**src/rtl/toffoli_share_encoder.sv**
```systemverilog
// toffoli_share_encoder
//   Input stage for the 2-share masked Toffoli gate. Splits unmasked a/b/c
//   lanes into Boolean share pairs using fresh randomness and buffers the
//   encodings in a 2-entry FIFO behind a valid/ready handshake.
//
// Ports
//   clk, rst          clock, synchronous active-high reset
//   in_valid/in_ready operand handshake (a, b, c: WIDTH bits each)
//   rnd_valid/rnd_ready randomness handshake (rnd = {r_c, r_b, r_a})
//   out_valid/out_ready encoding handshake (a_sh/b_sh/c_sh: lane j at
//                     bits [2j+1:2j], share0 at 2j, share1 at 2j+1)
//   enc_cnt           encodings accepted since reset (wraps)
module toffoli_share_encoder #(
  parameter int unsigned WIDTH = 1,
  parameter int unsigned CNT_W = 16
) (
  input  logic               clk,
  input  logic               rst,
  input  logic               in_valid,
  output logic               in_ready,
  input  logic [WIDTH-1:0]   a,
  input  logic [WIDTH-1:0]   b,
  input  logic [WIDTH-1:0]   c,
  input  logic               rnd_valid,
  input  logic [3*WIDTH-1:0] rnd,
  output logic               rnd_ready,
  output logic               out_valid,
  input  logic               out_ready,
  output logic [2*WIDTH-1:0] a_sh,
  output logic [2*WIDTH-1:0] b_sh,
  output logic [2*WIDTH-1:0] c_sh,
  output logic [CNT_W-1:0]   enc_cnt
);

  localparam int unsigned EW = 6 * WIDTH;

  logic [1:0]       count_q, count_d;
  logic             wr_ptr_q, rd_ptr_q;
  logic             rd_sel;
  logic [EW-1:0]    mem_q [2];
  logic [CNT_W-1:0] enc_cnt_q;

  logic             push, pop;
  logic [2*WIDTH-1:0] enc_a, enc_b, enc_c;

  // in_ready depends only on registered occupancy (and reset), never on out_ready.
  assign in_ready  = ~rst & (count_q != 2'd2);
  assign rnd_ready = in_valid & in_ready;
  assign out_valid = (count_q != 2'd0);
  assign push      = in_valid & rnd_valid & in_ready;
  assign pop       = out_valid & out_ready;

  // Share split at the FIFO write port: share0 = x ^ r, share1 = r.
  always_comb begin
    enc_a = '0;
    enc_b = '0;
    enc_c = '0;
    for (int unsigned j = 0; j < WIDTH; j++) begin
      enc_a[2*j]   = a[j] ^ rnd[j];
      enc_a[2*j+1] = rnd[j];
      enc_b[2*j]   = b[j] ^ rnd[WIDTH+j];
      enc_b[2*j+1] = rnd[WIDTH+j];
      enc_c[2*j]   = c[j] ^ rnd[2*WIDTH+j];
      enc_c[2*j+1] = rnd[2*WIDTH+j];
    end
  end

  always_comb begin
    count_d = count_q;
    case ({push, pop})
      2'b10:   count_d = count_q + 2'd1;
      2'b01:   count_d = count_q - 2'd1;
      default: count_d = count_q;
    endcase
  end

  always_ff @(posedge clk) begin
    if (rst) begin
      count_q   <= '0;
      wr_ptr_q  <= 1'b0;
      rd_ptr_q  <= 1'b0;
      enc_cnt_q <= '0;
      for (int unsigned i = 0; i < 2; i++) begin
        mem_q[i] <= '0;
      end
    end else begin
      count_q <= count_d;
      if (push) begin
        mem_q[wr_ptr_q] <= {enc_a, enc_b, enc_c};
        wr_ptr_q        <= ~wr_ptr_q;
        enc_cnt_q       <= enc_cnt_q + 1'b1;
      end
      if (pop) begin
        rd_ptr_q <= ~rd_ptr_q;
      end
    end
  end

  // When empty, rd_ptr already points at the next write slot; selecting the
  // other entry keeps the last-popped encoding visible until a new one lands.
  assign rd_sel = (count_q == 2'd0) ? ~rd_ptr_q : rd_ptr_q;

  assign a_sh    = mem_q[rd_sel][EW-1 -: 2*WIDTH];
  assign b_sh    = mem_q[rd_sel][4*WIDTH-1 -: 2*WIDTH];
  assign c_sh    = mem_q[rd_sel][2*WIDTH-1 -: 2*WIDTH];
  assign enc_cnt = enc_cnt_q;

endmodule

```
**config.mk**
```make
export PLATFORM = sky130hd
export DESIGN_NAME = toffoli_share_encoder
export DESIGN_NICKNAME = d
export VERILOG_FILES = /design/src/rtl/toffoli_share_encoder.sv
export SDC_FILE = /design/constraint.sdc
export NUM_CORES = 1
export LEC_CHECK = 0
export BUFFER_PORTS_ARGS = -buffer_cell sky130_fd_sc_hd__buf_2
export CAP_MARGIN = 25
export CORE_MARGIN = 2
export CORE_UTILIZATION = 47
export CTS_BUF_LIST = sky130_fd_sc_hd__clkbuf_16
export DETAILED_ROUTE_END_ITERATION = 10
export PLACE_DENSITY = 0.82
export SLEW_MARGIN = 10
export SYNTH_ARGS = -nofsm -noshare
export SYNTH_HDL_FRONTEND = slang
export SYNTH_SLANG_ARGS = --single-unit
```
**constraint.sdc**
```tcl
create_clock -name clk -period 1.9 [get_ports clk]
set_input_delay 0.095 -clock clk [delete_from_list [all_inputs] [get_ports clk]]
set_output_delay 0.095 -clock clk [all_outputs]
set_load 0.05 [all_outputs]
```
==> results.json <==
{
  "synthTopCellsByCount": "dfxtp_1 (20), nor2_1 (16), a21oi_1 (14)",
  "yosysTopAreaCell": "dfxtp_1",
  "wirelength_mm": 3.269,
  "hold_ws_ns": 0.1438,
  "die_w_um": 60.97,
  "die_y_um": 60.97,
  "finalSetupTns_ns": 0,
  "fin_worst_skew_ns": 0.002134,
  "drt_pass1_iterations": 4,
  "cp.arrival_ns": 1.70,
  "cts-root-buf": "clkbuf_16",
  "clk_pin_slew_ns": 0.05,
  "worstSetupStartpointType": "register",
  "min_path_type": "primary input to register",
  "routedWlPerCell_um": 13.51,
  "port_buffers": 35,
  "cts_buffers": 5,
  "yosysTopAreaCellShare_pct": 26.25,
  "routed_via_density": 5.322,
  "dp_hpwl_mm": 2.415,
  "ant_nets": 0,
  "ctsHtreeMaxLevel": 2,
  "wl_met1_mm": 1.374,
  "syn_avg_cell_area_um2": 9.777,
  "diodes": 0,
  "clock_latency_ns": 0.27,
  "post-place-cells": 234,
  "synth-main-ff-cell": "dfxtp_1",
  "ys_async_sr_fraction_pct": 0,
  "antenna_found_initial": 0,
  "nets": 210,
  "ys_types": 31,
  "rows": 20,
  "setup_viol": 0,
  "ys_seq_area_share_pct": 49.88,
  "vias": 1288,
  "path_max_fanout": 6,
  "p_leak_nw": 0.7839,
  "hold_buffers": 0,
  "yosys_warnings": 0,
  "period_needed_ns": 1.795,
  "synth_cells": 156,
  "grt_pass1_vias": 1265,
  "grt_max_degree": 16,
  "clock_path_buffers": 2,
  "endpoint_kind": "primary output",
  "dieArea_um2": 3717,
  "cts_sinks": 32,
  "hold_viol": 0,
  "ir_worst_vdd_mv": 0.4765,
  "finalCritPeriodShare_pct": 94.47,
  "synth.most_common_cell": "dfxtp_1",
  "drc": 0,
  "gp_congestion": 0.7494,
  "cap_violations": 0,
  "drive_gt1_share_pct": 36.87,
  "cts_tree": "yes",
  "synth.ff_latch_count": 32,
  "synth_area_um2": 1525,
  "met3RoutedLength_um": 129,
  "slew_viol_final": 0,
  "ys_top_cells_by_area": "dfxtp_1 (26%), edfxtp_1 (24%), xnor2_1 (5.2%)",
  "timing_worst_setup_path_type": "register to primary output",
  "p_per_area_nw_per_um2": 1017,
  "cp.required_ns": 1.80,
  "nFillCells": 266,
  "synth_edf_count": 12,
  "grt_pass1_wl_mm": 5.188,
  "io_pins": 36,
  "met2WireLength_mm": 1.693,
  "clock.fmax_ghz": 0.5571,
  "worst_pin_slew_ns": 0.5460,
  "finalNonFillerCells": 242,
  "slew_headroom_pct": 63.26,
  "drt_iter0_drc": 29,
  "status": "finished, final reports clean",
  "grt_overflow": 0,
  "rsz0062_at_grt": "false",
  "initial_core_util_pct": 49.55,
  "synth_nets": 169,
  "track_usage_pct": 19.24,
  "top_layer": "met4",
  "core_um2": 3078,
  "syn_to_final_growth_pct": 28.55
}
==> area by class of cell <==
cell class	instances	area, um^2	share of cell area, %
inverter	3	11.26	0.5743
multi-input combinational	113	733.2	37.40
clock buffer	5	125.1	6.382
sequential	32	779.5	39.76
clock inverter	3	13.76	0.7020
tap	44	55.05	2.808
timing repair buffer	42	242.7	12.38
==> stage by stage <==
| step | cell area (um^2) | worst slack (ns) | power [mW] | util, % |
|---|---|---|---|---|
| after floorplan | 1555 | 0.001947 | 1.121 | - |
| after global placement | 1799 | 0.1448 | 1.217 | 58.46 |
| after detailed placement | 1799 | 0.05758 | 1.229 | 58.46 |
| after CTS | 1953 | 0.002011 | 2.001 | 63.46 |
| after global routing | 1961 | 0.02113 | 2.064 | 63.70 |
| final | 1961 | 0.1050 | 1.995 | 63.70 |
==> critical path, cell delays in order (launching register included) <==
cell and delay [ns]:
dfxtp_1 0.34, or2_4 0.27, xor2_1 0.12, buf_4 0.17, mux2_2 0.34, buf_4 0.19
==> placed cells by master (no fill, tap or decap), types with 2 or more instances in the layout <==
cell type and count:
inv_1 2, dfxtp_1 9, nor4_1 2, nand2_1 10
clkbuf_16 5, and3_1 5, xor2_1 2, and2_1 4
mux2_2 6, dfxtp_4 2, buf_2 29, o31ai_1 6
or4_1 6, and4_1 2, xnor2_1 9, dfxtp_2 9
or3_1 4, clkinv_2 2, nor3_1 2, nand4_1 3
buf_4 13, o21ai_0 4, edfxtp_1 12, nand2b_1 5
a21oi_1 14, nor2_1 16, nand3_1 5
==> state kept, by name (all words and copies together), names as in the netlist <==
signal,flops
rd_ptr_q,1
mem_q,12
wr_ptr_q,1
count_q,2
enc_cnt,16
==> final timing paths <==
check	startpoint	endpoint	slack, ns	cells after the start
min	rnd[0]	mem_q[0][5]$_SDFFCE_PN0P_	0.14	2
min reg2reg	enc_cnt[6]$_SDFFE_PP0P_	enc_cnt[6]$_SDFFE_PP0P_	0.49	2
max	count_q[1]$_SDFFE_PP0P_	c_sh[1]	0.11	5
max reg2reg	count_q[1]$_SDFFE_PP0P_	enc_cnt[14]$_SDFFE_PP0P_	0.13	4
==> logic make-up after synthesis <==
group | Yosys count | share of synthesized area, %
simple gates | 69 | 25.02
flops | 32 | 49.88
compound gates | 25 | 9.434
xor+xnor | 11 | 6.317
buf+inv | 11 | 3.281
mux | 6 | 4.430
fa+ha+maj | 2 | 1.640
==> power breakdown <==
group / total (mW) / switching [mW] / internal (mW) / leakage (nW)
Sequential: 0.766 / 0.0240 / 0.742 / 0.292
Combinational: 0.479 / 0.297 / 0.182 / 0.421
Clock: 0.750 / 0.276 / 0.475 / 0.0710
==> per-layer routing <==
metal  global-route usage [%]  vias to the layer above
li1                         -                      643
met4                    10.87                        0
met2                    34.41                       32
met5                        0                        -
met3                    4.264                        9
met1                    20.83                      604
==> timing repair <==
| item | 4_1_cts | 5_1_grt |
|---|---|---|
| buffers inserted | 0 | 0 |
| resized for setup | 6 | 3 |
| pin swaps | 0 | 0 |
| endpoints found under the setup margin | 6 | 7 |
(Power assumes the default switching activity.)
